==> src/rtl/odu_pkg.sv <==
// rtl/odu_pkg.sv - shared types and constants for the ODU error-injection sequencer
//
// Purpose: FSM state encoding, err_mask bit positions and mode encodings used by
//          odu_err_inject_ctrl and its frame counters.
// Ports:   none (package).
package odu_pkg;

  typedef enum logic [1:0] {
    IDLE   = 2'd0,
    ARM    = 2'd1,
    INJECT = 2'd2,
    GAP    = 2'd3
  } state_e;

  // Bit positions inside err_mask.
  localparam int ERR_DATA  = 0;
  localparam int ERR_VALID = 1;
  localparam int ERR_FS    = 2;
  localparam int ERR_RS    = 3;
  localparam int ERR_MFAS  = 4;

  localparam logic MODE_SINGLE   = 1'b0;
  localparam logic MODE_PERIODIC = 1'b1;

endpackage

==> src/rtl/odu_frame_counter.sv <==
// rtl/odu_frame_counter.sv - clearable frame counter with terminal-count flag
//
// Purpose: counts frame_start pulses while enabled; tc_o flags that the count
//          currently equals last_i, so the owner can act on the FS that lands
//          on the terminal value.
// Ports:
//   clk_i   system clock
//   rst_i   synchronous active-high reset
//   clr_i   return the count to zero (wins over adv_i)
//   adv_i   advance by one (a qualified frame_start)
//   last_i  terminal value to compare against
//   tc_o    count == last_i
module odu_frame_counter #(
  parameter int CNT_W = 16
) (
  input  logic             clk_i,
  input  logic             rst_i,
  input  logic             clr_i,
  input  logic             adv_i,
  input  logic [CNT_W-1:0] last_i,
  output logic             tc_o
);

  logic [CNT_W-1:0] cnt_q;
  logic [CNT_W-1:0] cnt_d;

  always_comb begin
    cnt_d = cnt_q;
    if (clr_i) begin
      cnt_d = '0;
    end else if (adv_i) begin
      cnt_d = cnt_q + 1'b1;
    end
  end

  always_ff @(posedge clk_i) begin
    if (rst_i) begin
      cnt_q <= '0;
    end else begin
      cnt_q <= cnt_d;
    end
  end

  assign tc_o = (cnt_q == last_i);

endmodule

==> src/rtl/odu_err_inject_ctrl.sv <==
// rtl/odu_err_inject_ctrl.sv - frame-aligned error-injection sequencer for the ODU test loop
//
// Purpose: opens an injection window aligned to generator frame starts, either
//          once for N frames (SINGLE) or repeatedly N on / M off (PERIODIC),
//          and gates the window with a latched error mask.
// Ports:
//   clk_i, rst_i            clock, synchronous active-high reset
//   start_i, stop_i         begin a sequence (IDLE only) / abort to IDLE
//   mode_i                  0 SINGLE, 1 PERIODIC
//   err_mask_i              {mfas, rs, fs, valid, data} enables
//   burst_len_i, gap_len_i  frames on / frames off
//   frame_start_i           generator FS pulse, one cycle per frame
//   gen_error_*_o           per-error corruption controls
//   busy_o, done_o          status; done pulses when a SINGLE burst ends
//   burst_count_o           completed bursts since reset, saturating
module odu_err_inject_ctrl
  import odu_pkg::*;
#(
  parameter int CNT_W = 16
) (
  input  logic             clk_i,
  input  logic             rst_i,
  input  logic             start_i,
  input  logic             stop_i,
  input  logic             mode_i,
  input  logic [4:0]       err_mask_i,
  input  logic [CNT_W-1:0] burst_len_i,
  input  logic [CNT_W-1:0] gap_len_i,
  input  logic             frame_start_i,
  output logic             gen_error_data_o,
  output logic             gen_error_valid_o,
  output logic             gen_error_fs_o,
  output logic             gen_error_rs_o,
  output logic             gen_error_mfas_o,
  output logic             busy_o,
  output logic             done_o,
  output logic [CNT_W-1:0] burst_count_o
);

  state_e           state_q, state_d;
  logic             window_q;
  logic             done_q;
  logic [CNT_W-1:0] burst_count_q;
  logic             mode_q;
  logic [4:0]       mask_q;
  logic [CNT_W-1:0] burst_len_q;
  logic [CNT_W-1:0] gap_len_q;

  logic cfg_load;
  logic burst_close;
  logic burst_tc;
  logic gap_tc;

  // Both counters start at 0 on entry, so the len-th FS is the one seen at len-1.
  odu_frame_counter #(.CNT_W(CNT_W)) u_burst_cnt (
    .clk_i  (clk_i),
    .rst_i  (rst_i),
    .clr_i  ((state_q != INJECT) || burst_close),
    .adv_i  (frame_start_i && (state_q == INJECT)),
    .last_i (burst_len_q - 1'b1),
    .tc_o   (burst_tc)
  );

  odu_frame_counter #(.CNT_W(CNT_W)) u_gap_cnt (
    .clk_i  (clk_i),
    .rst_i  (rst_i),
    .clr_i  (state_q != GAP),
    .adv_i  (frame_start_i && (state_q == GAP)),
    .last_i (gap_len_q - 1'b1),
    .tc_o   (gap_tc)
  );

  always_comb begin
    state_d     = state_q;
    cfg_load    = 1'b0;
    burst_close = 1'b0;
    case (state_q)
      IDLE: begin
        // A coincident FS is deliberately not a trigger: ARM waits for the next one.
        if (start_i) begin
          state_d  = ARM;
          cfg_load = 1'b1;
        end
      end
      ARM: begin
        if (frame_start_i) state_d = INJECT;
      end
      INJECT: begin
        if (frame_start_i && burst_tc) begin
          burst_close = 1'b1;
          if (mode_q == MODE_PERIODIC) begin
            if (gap_len_q != '0) state_d = GAP;
          end else begin
            state_d = IDLE;
          end
        end
      end
      GAP: begin
        if (frame_start_i && gap_tc) state_d = INJECT;
      end
      default: state_d = IDLE;
    endcase
    if (stop_i) begin
      state_d     = IDLE;
      cfg_load    = 1'b0;
      burst_close = 1'b0;
    end
  end

  always_ff @(posedge clk_i) begin
    if (rst_i) begin
      state_q       <= IDLE;
      window_q      <= 1'b0;
      done_q        <= 1'b0;
      burst_count_q <= '0;
      mode_q        <= 1'b0;
      mask_q        <= '0;
      burst_len_q   <= '0;
      gap_len_q     <= '0;
    end else begin
      state_q  <= state_d;
      // The window is exactly "next state is INJECT"; the closing FS stays inside.
      window_q <= (state_d == INJECT);
      done_q   <= burst_close && (mode_q == MODE_SINGLE);
      if (burst_close && (burst_count_q != '1)) begin
        burst_count_q <= burst_count_q + 1'b1;
      end
      if (cfg_load) begin
        mode_q      <= mode_i;
        mask_q      <= err_mask_i;
        burst_len_q <= (burst_len_i == '0) ? {{(CNT_W-1){1'b0}}, 1'b1} : burst_len_i;
        gap_len_q   <= gap_len_i;
      end
    end
  end

  assign gen_error_data_o  = window_q & mask_q[ERR_DATA];
  assign gen_error_valid_o = window_q & mask_q[ERR_VALID];
  assign gen_error_fs_o    = window_q & mask_q[ERR_FS];
  assign gen_error_rs_o    = window_q & mask_q[ERR_RS];
  assign gen_error_mfas_o  = window_q & mask_q[ERR_MFAS];
  assign busy_o            = (state_q != IDLE);
  assign done_o            = done_q;
  assign burst_count_o     = burst_count_q;

endmodule

==> config.mk <==
export PLATFORM = sky130hd
export DESIGN_NAME = odu_err_inject_ctrl
export DESIGN_NICKNAME = d
export VERILOG_FILES = /design/src/rtl/odu_pkg.sv /design/src/rtl/odu_frame_counter.sv /design/src/rtl/odu_err_inject_ctrl.sv
export SDC_FILE = /design/constraint.sdc
export NUM_CORES = 1
export LEC_CHECK = 0
export CORE_MARGIN = 4
export CORE_UTILIZATION = 45
export DETAILED_ROUTE_END_ITERATION = 8
export GPL_ROUTABILITY_DRIVEN = 0
export PLACE_DENSITY = 0.7
export SETUP_SLACK_MARGIN = 0.2
export SLEW_MARGIN = 20
export SYNTH_ARGS = -nofsm -noshare
export SYNTH_HDL_FRONTEND = slang
export SYNTH_SLANG_ARGS = --single-unit
==> constraint.sdc <==
create_clock -name clk_i -period 3.02 [get_ports clk_i]
set_input_delay 0.604 -clock clk_i [delete_from_list [all_inputs] [get_ports clk_i]]
set_output_delay 0.604 -clock clk_i [all_outputs]
set_load 0.05 [all_outputs]
==> flow_summary_export.csv <==
group,metric,value,unit
logic_synthesis,synth-simple-area-share,0.3261,
logic_synthesis,yosys_warnings,0,
routing,wl_met1,6022,µm
logic_synthesis,synth_commonest_cells,"107 x nand2_1, 90 x dfxtp_1, 65 x nor2_1",
logic_synthesis,synth_compound_area_frac,0.1230,
die,ios,66,
global_routing,grt_pass1_vias,4296,
logic_synthesis,synth_area,4922,µm²
logic_synthesis,netlist.area_leader.share,0.3660,
timing,hold_viol,0,
routing,via_per_inst,5.491,
final_layout,seq_area,1812,µm²
critical_path,arrival,3.09,ns
timing,skew,0.01393,ns
critical_path,rrSetupSlack,0.19,ns
timing,slew_headroom,0.4049,
logic_synthesis,syn-num-nets,680,
logic_synthesis,synth_edf_count,0,
die,die_h,112.6,µm
power,p_leak,2.211,nW
die,fp-row-count,37,
final_layout,multi_input_area,3112,µm²
critical_path,crit_type,"flop to flop",
timing,fin_crit_sh,0.9374,
final_layout,drive_above_1_share,0.1308,
routing,top_layer,"met4",
global_routing,grt_pass1_wl,20580,µm
logic_synthesis,ys_async_sr_fraction,0,
routing,drtPass1Iterations,7,
hold_path,worstHoldPathType,"flop to flop",
power,power,2.501,mW
clock_network,clock_sinks,90,
critical_path,cp-start-kind,"flop",
timing,setup-tns-final,0,ns
timing,rsz0062_at_grt,"true",
critical_path,path_max_fanout,4,
global_routing,antenna_found_initial,0,
final_layout,final_net_count,754,
logic_synthesis,avgSynthCellArea,7.788,µm²
routing,vias,4651,
clock_network,holdBufCountCts,0,
timing,fin_ws,0.1891,ns
placed_design,hpwl,9087,µm
clock_network,cts_tree,"built",
routing,drt_wl_total,12680,µm
global_routing,overflow,0,
global_routing,grt_max_degree,40,
die,initial_core_util,0.4684,
routing,wl_met3,502,µm
final_layout,area_growth,26.05,%
power,vdd_drop_max,0.2105,mV
logic_synthesis,synth_cells,632,
critical_path,worstSetupEndpointType,"flop",
placed_design,place_ws,-0.006712,ns
timing,setup_viol,0,
timing,maxSlewViolCount,0,
clock_network,h-tree-depth,3,
logic_synthesis,yosysSeqAreaShare,0.3660,
job,max_cap_viol_count,0,
die,die_w,112.6,µm
global_routing,grt_usage,0.1944,
run_status,outcome,"complete, no violations",
routing,drt_iter0_drc,259,
timing,period_minus_slack,2.831,ns
timing,tightest_slew,0.8927,ns
routing,drtAntennaViolNets,0,
final_layout,antennaDiodeCount,0,
clock_network,cts_root_buf,"clkbuf_8",
logic_synthesis,synth_top_family_by_area,"simple AND/OR/NAND/NOR gates",
final_layout,fillCellCount,960,
clock_network,cts_inserted_buffers,9,
routing,wl_per_cell,14.97,µm
logic_synthesis,synth-seq-cells,90,
clock_network,clk_path_buf_depth,2,
logic_synthesis,muxShareOfSynthArea,0.01500,
die,core-area,10510,µm²
logic_synthesis,synth_fa_ha_area_frac,0.01271,
die,die_area,12680,µm²
routing,dr_wl_met2,5922,µm
clock_network,clk_latency,0.37,ns
logic_synthesis,synthXorXnorAreaFrac,0.1174,
logic_synthesis,yosys_most_used_dff,"dfxtp_1",
logic_synthesis,yosys.area.top_type,"dfxtp_1",
clock_network,cts.clk_slew.worst_paths,0.10,ns
power,power.density,403.1,nW/µm²
placed_design,port_buffers,65,
logic_synthesis,yosysUniqueCellTypes,64,
routing,drc,0,
logic_synthesis,synthTopCellsByArea,"dfxtp_1 37%, nand2_1 8.2%, xor2_1 6.4%, xnor2_1 5.3%, a21oi_1 5.3%",
critical_path,required,3.28,ns
timing,fmax,0.3532,GHz
logic_synthesis,post-synth-top-count-cell,"nand2_1",
## per-stage QoR
stage | hold WS [ns] | utilization | cell area [µm²] | std cells
2_1_floorplan | 0.4317 | - | 4941 | 632
3_3_place_gp | 0.4376 | 0.5496 | 5776 | 820
3_5_place_dp | 0.4443 | 0.5496 | 5776 | 820
4_1_cts | 0.4582 | 0.5685 | 5974 | 836
5_1_grt | 0.4896 | 0.5904 | 6205 | 847
6_report | 0.4537 | 0.5904 | 6205 | 847
## state kept, by name, summed over array words and instances (netlist names)
signal / count
mask_q: 5
u_gap_cnt.cnt_q: 16
state_q: 2
burst_count_o: 16
u_burst_cnt.cnt_q: 16
mode_q: 1
done_o: 1
gap_len_q: 16
window_q: 1
burst_len_q: 16
## worst max-delay path, cell delays in order (launching register included)
cell,delay (ns)
dfxtp_4,0.37
inv_2,0.06
ha_4,0.13
or4b_4,0.51
nor3_4,0.24
mux2_4,0.34
a31oi_4,0.20
o22ai_4,0.09
o31ai_2,0.22
o211ai_1,0.16
a2111oi_2,0.40
## final timing paths
path / depth (start not counted) / start / endpoint
setup / recovery: 10 / gap_len_q[0] / window_q
hold reg to reg: 2 / mask_q[3] / mask_q[3]
setup reg to reg: 10 / gap_len_q[0] / window_q
hold / removal: 2 / mask_q[3] / mask_q[3]
## logic make-up after synthesis
logic type | count (synthesis)
mux | 7
compound gates | 99
buf+inv | 45
fa+ha+maj | 5
simple gates | 320
xor+xnor | 66
flops | 90
## metal layers
layer  vias to the layer above  GRT usage
li1                       2346          -
met1                      2186     0.2724
met2                       102     0.3025
met3                        17    0.02857
met4                         0    0.07292
met5                         -          0
## where the power goes
part,internal [mW],switching (mW)
logic,0.233,0.236
clock network,0.327,0.462
registers,1.21,0.0332
total,1.77,0.731
## final cells by class
type	instances	area share
clock buffer	11	0.02279
inverter	11	0.006655
sequential	90	0.2920
clock inverter	5	0.006050
multi-input combinational	498	0.5015
tap	136	0.02742
timing repair buffer	96	0.1436
## timing repair
item	in CTS	in global routing
setup buffers	0	10
setup endpoints to repair	2	26
cloned	0	1
gates resized for setup	4	36
pin swaps	1	19
endpoints found under the hold margin	0	0
## placed cells by master, fill, tap and decap left out, types with 5 or more instances in the layout
cell type | Yosys | final
xor2_1 | 36 | 36
o21ai_0 | 12 | 10
nor2_1 | 65 | 64
nor4_1 | 8 | 5
nand3b_1 | 7 | 7
or3_1 | 12 | 12
nor2b_1 | 6 | 6
and2_1 | 7 | 7
or4_4 | 1 | 5
clkbuf_8 | 0 | 10
dfxtp_1 | 90 | 86
a21oi_1 | 52 | 50
buf_4 | 3 | 30
nand2b_1 | 5 | 5
nand4_1 | 13 | 13
nand3_1 | 29 | 29
and3_1 | 13 | 13
clkdlybuf4s50_1 | 0 | 64
inv_1 | 11 | 8
xnor2_1 | 30 | 30
nor3_1 | 20 | 18
nand2_1 | 107 | 106
No activity file was read; power rests on OpenSTA's default activity.
